===== config.mk =====
export PLATFORM = sky130hd
export DESIGN_NAME = sort_host_ctrl
export DESIGN_NICKNAME = d
export VERILOG_FILES = /design/src/rtl/sort_host_ctrl.sv
export SDC_FILE = /design/constraint.sdc
export NUM_CORES = 1
export LEC_CHECK = 0
export BUFFER_PORTS_ARGS = -buffer_cell sky130_fd_sc_hd__buf_2
export CORE_ASPECT_RATIO = 0.9
export CORE_MARGIN = 3
export CORE_UTILIZATION = 60
export DETAILED_ROUTE_END_ITERATION = 8
export HOLD_SLACK_MARGIN = 0.12
export PLACE_DENSITY_LB_ADDON = 0.05
export SLEW_MARGIN = 20
export SYNTH_ARGS = -nofsm -noshare
export SYNTH_HDL_FRONTEND = slang
export SYNTH_SLANG_ARGS = --single-unit

===== constraint.sdc =====
create_clock -name clk -period 3.5 [get_ports clk]
set_clock_uncertainty 0.1 [all_clocks]
set_input_delay 0.525 -clock clk [delete_from_list [all_inputs] [get_ports clk]]
set_output_delay 0.525 -clock clk [all_outputs]
set_load 0.05 [all_outputs]

===== src/rtl/sort_host_ctrl.sv =====
// Host-side controller for a frame sorter: buffers NUM upstream words, streams them
// into the sorter, captures the sorted stream and drains it downstream with backpressure.
module sort_host_ctrl #(
  parameter int unsigned LENGTH  = 32,
  parameter int unsigned NUM     = 16,
  parameter int unsigned TIMEOUT = 64
) (
  input  logic              clk,
  input  logic              rst,
  input  logic              in_valid,
  input  logic [LENGTH-1:0] in_data,
  output logic              in_ready,
  output logic              srt_en,
  output logic [LENGTH-1:0] srt_datain,
  input  logic [LENGTH-1:0] srt_dataout,
  input  logic              srt_over,
  input  logic              srt_write_fin,
  output logic              out_valid,
  output logic [LENGTH-1:0] out_data,
  output logic              out_last,
  input  logic              out_ready,
  output logic              err,
  output logic [15:0]       frame_cnt
);

  localparam int unsigned CW = (NUM > 1) ? $clog2(NUM) : 1;
  localparam int unsigned TW = (TIMEOUT > 1) ? $clog2(TIMEOUT) : 1;
  localparam logic [CW-1:0] LAST_SLOT = CW'(NUM - 1);
  localparam logic [TW-1:0] LAST_WAIT = TW'(TIMEOUT - 1);

  typedef enum logic [2:0] {FILL, LOAD, SORT_WAIT, CAPTURE, FIN, DRAIN} state_e;

  state_e            state_q;
  logic [CW-1:0]     slot_q;
  logic [TW-1:0]     wait_q;
  logic              srt_en_q;
  logic [LENGTH-1:0] srt_datain_q;
  logic              out_valid_q;
  logic [LENGTH-1:0] out_data_q;
  logic              out_last_q;
  logic              err_q;
  logic [15:0]       frame_cnt_q;

  logic [LENGTH-1:0] in_buf  [NUM];
  logic [LENGTH-1:0] out_buf [NUM];

  logic [CW-1:0] slot_nxt;
  logic          in_fire;
  logic          out_fire;
  logic          abort;

  // slot_q is the single frame index: write pointer in FILL, read pointer in LOAD/DRAIN,
  // capture pointer in CAPTURE.
  assign slot_nxt = slot_q + CW'(1);
  assign in_ready = (state_q == FILL);
  assign in_fire  = in_valid && in_ready;
  assign out_fire = out_valid_q && out_ready;
  assign abort    = ((state_q == SORT_WAIT) && !srt_over && (wait_q == LAST_WAIT)) ||
                    ((state_q == FIN) && !srt_write_fin);

  // NOTE: the frame buffers carry no reset; a frame interrupted by reset is discarded
  // anyway, and leaving memories unreset lets them map onto plain RAM.
  always_ff @(posedge clk) begin
    if (in_fire) in_buf[slot_q] <= in_data;
    if (state_q == CAPTURE) out_buf[slot_q] <= srt_dataout;
  end

  always_ff @(posedge clk or negedge rst) begin
    if (!rst) begin
      state_q      <= FILL;
      slot_q       <= '0;
      wait_q       <= '0;
      srt_en_q     <= 1'b0;
      srt_datain_q <= '0;
      out_valid_q  <= 1'b0;
      out_data_q   <= '0;
      out_last_q   <= 1'b0;
      err_q        <= 1'b0;
      frame_cnt_q  <= '0;
    end else if (abort) begin
      err_q    <= 1'b1;
      srt_en_q <= 1'b0;
      slot_q   <= '0;
      wait_q   <= '0;
      state_q  <= FILL;
    end else begin
      case (state_q)
        FILL: if (in_fire) begin
          if (slot_q == LAST_SLOT) begin
            // Word 0 goes out on this edge so LOAD cycle 0 already presents it.
            state_q      <= LOAD;
            slot_q       <= '0;
            srt_en_q     <= 1'b1;
            srt_datain_q <= in_buf[0];
          end else begin
            slot_q <= slot_nxt;
          end
        end
        LOAD: begin
          if (slot_q == LAST_SLOT) begin
            state_q <= SORT_WAIT;
            slot_q  <= '0;
            wait_q  <= '0;
          end else begin
            srt_datain_q <= in_buf[slot_nxt];
            slot_q       <= slot_nxt;
          end
        end
        SORT_WAIT: begin
          if (srt_over) begin
            state_q <= CAPTURE;
            slot_q  <= '0;
            wait_q  <= '0;
          end else begin
            wait_q <= wait_q + TW'(1);
          end
        end
        CAPTURE: begin
          if (slot_q == LAST_SLOT) begin
            // Drop enable with the last sample so the sorter does not start again.
            state_q  <= FIN;
            slot_q   <= '0;
            srt_en_q <= 1'b0;
          end else begin
            slot_q <= slot_nxt;
          end
        end
        FIN: begin
          state_q     <= DRAIN;
          out_valid_q <= 1'b1;
          out_data_q  <= out_buf[0];
          out_last_q  <= 1'b0;
        end
        DRAIN: if (out_fire) begin
          if (slot_q == LAST_SLOT) begin
            state_q     <= FILL;
            slot_q      <= '0;
            out_valid_q <= 1'b0;
            out_last_q  <= 1'b0;
            frame_cnt_q <= frame_cnt_q + 16'd1;
          end else begin
            slot_q     <= slot_nxt;
            out_data_q <= out_buf[slot_nxt];
            out_last_q <= (slot_nxt == LAST_SLOT);
          end
        end
        default: state_q <= FILL;
      endcase
    end
  end

  assign srt_en     = srt_en_q;
  assign srt_datain = srt_datain_q;
  assign out_valid  = out_valid_q;
  assign out_data   = out_data_q;
  assign out_last   = out_last_q;
  assign err        = err_q;
  assign frame_cnt  = frame_cnt_q;

endmodule


==> out/results.ini <==
[sta]
totalNegativeSetupSlack_ns = 0
min_period_ns = 3.08
setup_viol = 0
drv_slew = 0
tightestPinTransition_ns = 0.968
hold_ws_ns = 0.158
grt_setup_unrepaired = no
report.final.hold_viol_count = 0
period_share_pct = 87.9
fmax_mhz = 325
maxSlewHeadroom_pct = 35.5

[finish]
area_growth_pct = 15.2
stdcell_count = 3388
nets = 2428
drive_gt1_share_pct = 28.5

[global_routing]
antenna_found_initial = 4
grt_max_degree = 89
grt.overflow.total = 0
track_usage_pct = 25.7
grt_pass1_vias = 22300
grt_pass1_wl_mm = 142

[floorplan]
die_area_um2 = 75600
dieWidth_um = 289
num_io_pins = 155
row_count = 92
start_util_pct = 61.3
core_area_um2 = 70800
die_h_um = 261

[setup_path]
arrival_ns = 3.33
cp_data_required_time_ns = 3.76
cp-end-kind = flop
startpoint_type = flop
crit_fanout = 23
crit_type = reg2reg

[yosys]
synth_top_family_by_area = multiplexers
synth_mux_area_share_pct = 16.3
ys.warnings.count = 0
syn_inst = 2080
synth_enable_flop_cells = 1024
syn_area_per_cell_um2 = 20.9
synth_compound_area_share_pct = 3.39
synth_seq_cells = 1121
yosys.area_share.simple_pct = 2.06
ys_types = 50
yosysSeqAreaShare_pct = 76.5
netlist_area_um2 = 43400
synth-xor-area-share_pct = 0.383
syn_nets = 2156
ys.flop_type = edfxtp_1
synth_fa_ha_area_share_pct = 0.173
synthArstFlopShare_pct = 8.65

[power_and_ir_drop]
p_leak_nw = 17.0
p_sw_share_pct = 31.9
p_comb_share_pct = 32.8
power-per-cell-area_nw_per_um2 = 834
seq_power_share_pct = 38.7
intPower_mw = 28.4
clock_power_share_pct = 28.5
p_switching_mw = 13.3
max-vdd-ir-drop_mv = 1.05
p_total_mw = 41.7

[job]
maxCapViolations = 0

[detailed_routing]
viasPerCell = 6.36
wl_mm = 94.3
wl_per_cell_um = 27.8
vias = 21600
ant_nets = 0
drtIter0Drc = 2245
first_pass_iters = 5
drcViolationCount = 0

[clock_network]
cts_sinks = 1121
cts-root-buf = clkbuf_16
htree_levels = 3
cts_tree = done
numCtsBuffers = 107
clkSlewWorstSetupHoldPaths_ns = 0.06
post_cts_buffers = 0
clkLatencyLatePin_ns = 0.67
clk_path_buf_depth = 3

[placement]
gp_congestion = 0.793
place_inst = 3129
place_hpwl_mm = 50.6
port_buffers = 154

[outcome]
status = completed

[min_path]
hold_path_class = in2reg

## power groups by stage
stage          logic [mW]  registers, mW  clock network, mW
2_1_floorplan        9.03           17.4                  0
3_3_place_gp         13.5           16.4                  0
3_5_place_dp         13.7           16.4                  0
4_1_cts              13.8           16.2               12.1
5_1_grt              14.6           16.2               12.6
6_report             13.7           16.2               11.9
## cell usage after synthesis (3+ instances only)
cell type	n	area [um2]
o21ai_0	134	671
buf_2	56	280
or3_1	4	25.0
mux4_2	256	5770
nand2b_1	6	37.5
ha_1	6	75.1
or2_2	3	18.8
nand2_1	94	353
edfxtp_1	1024	30700
o21ai_1	6	30.0
nor3_1	5	25.0
xnor2_1	11	96.3
mux2i_1	129	1290
nor2_1	46	173
xor2_1	8	70.1
clkbuf_1	57	214
and4_1	3	26.3
a21o_1	4	30.0
o31ai_1	3	22.5
nor4b_2	3	45.0
dfrtp_1	97	2430
nand3_1	11	55.1
inv_1	8	30.0
a21oi_1	8	40.0
and3_1	4	25.0
o22a_1	64	561
## critical path, cell delays in order (launching register included)
cell	delay, ns
dfrtp_1	0.78
nand2b_1	0.16
nor2_1	0.38
nand2_1	0.35
nor2_4	0.68
buf_4	0.32
## through the flow
| step | util [%] | instance area (um2) | setup slack [ns] |
|---|---|---|---|
| after CTS | 70.6 | 50000 | 0.435 |
| after detailed placement | 64.7 | 45800 | 0.438 |
| final | 70.6 | 50000 | 0.424 |
| after floorplan | - | 43400 | 0.303 |
| after global routing | 70.6 | 50000 | 0.233 |
| after global placement | 64.7 | 45800 | 0.532 |
## area by class of cell
type	instances	area (um2)
multi-input cells	836	9960
flip-flops and latches	1121	33200
inverters	8	30.0
fillers	4365	20800
repair buffers	278	1990
well taps	940	1180
diodes	2	5.00
clock buffers	142	2900
clock inverters	61	763
## path summary, 6_finish.rpt
path | start | endpoint | slack, ns | cells past startpoint
setup / recovery | state_q[1] | out_buf[0][24] | 0.42 | 5
hold / removal | srt_dataout[11] | out_buf[0][11] | 0.16 | 1
setup reg to reg | state_q[1] | out_buf[0][24] | 0.42 | 5
hold reg to reg | frame_cnt[15] | frame_cnt[15] | 0.38 | 1
max in group asynchronous | rst | srt_datain[12] | 2.03 | 3
min in group asynchronous | rst | srt_datain[22] | 0.38 | 2
## state kept, by name, indices dropped and copies added, names as in the netlist
name / cells
err: 1
slot_q: 4
srt_datain: 32
out_last: 1
srt_en: 1
frame_cnt: 16
wait_q: 6
out_data: 32
out_buf: 512
in_buf: 512
out_valid: 1
state_q: 3
## cell families after synthesis
logic type / after synthesis
flops: 1121
compound gates: 233
mux: 387
xor+xnor: 19
fa+ha+maj: 6
buf+inv: 123
simple gates: 191
## timing repair
| item | in CTS | in global routing |
|---|---|---|
| hold buffers | 54 | 0 |
| endpoints found under the hold margin | 782 | 0 |
| gates resized for setup | 0 | 0 |
## layout by cell type, fill, tap and decap left out, drive strengths merged, types with 34 or more instances in the layout
| cell type | count |
|---|---|
| edfxtp | 1024 |
| mux4 | 256 |
| buf | 224 |
| clkbuf | 142 |
| o21ai | 140 |
| mux2i | 129 |
| dfrtp | 97 |
| nand2 | 94 |
| o22a | 64 |
| dlygate4sd3 | 54 |
| nor2 | 46 |
| clkinv | 34 |
## routing by layer
layer  vias up  GRT usage [%]  part of all wire (%)
met1     11500           39.7                    43
met3       136           3.70                   6.6
met4         4           6.37                   2.0
met5         -              0                 0.019
met2       816           39.8                    48
li1       9129              -                     -
Note: power is estimated with default switching activity, not from simulation.
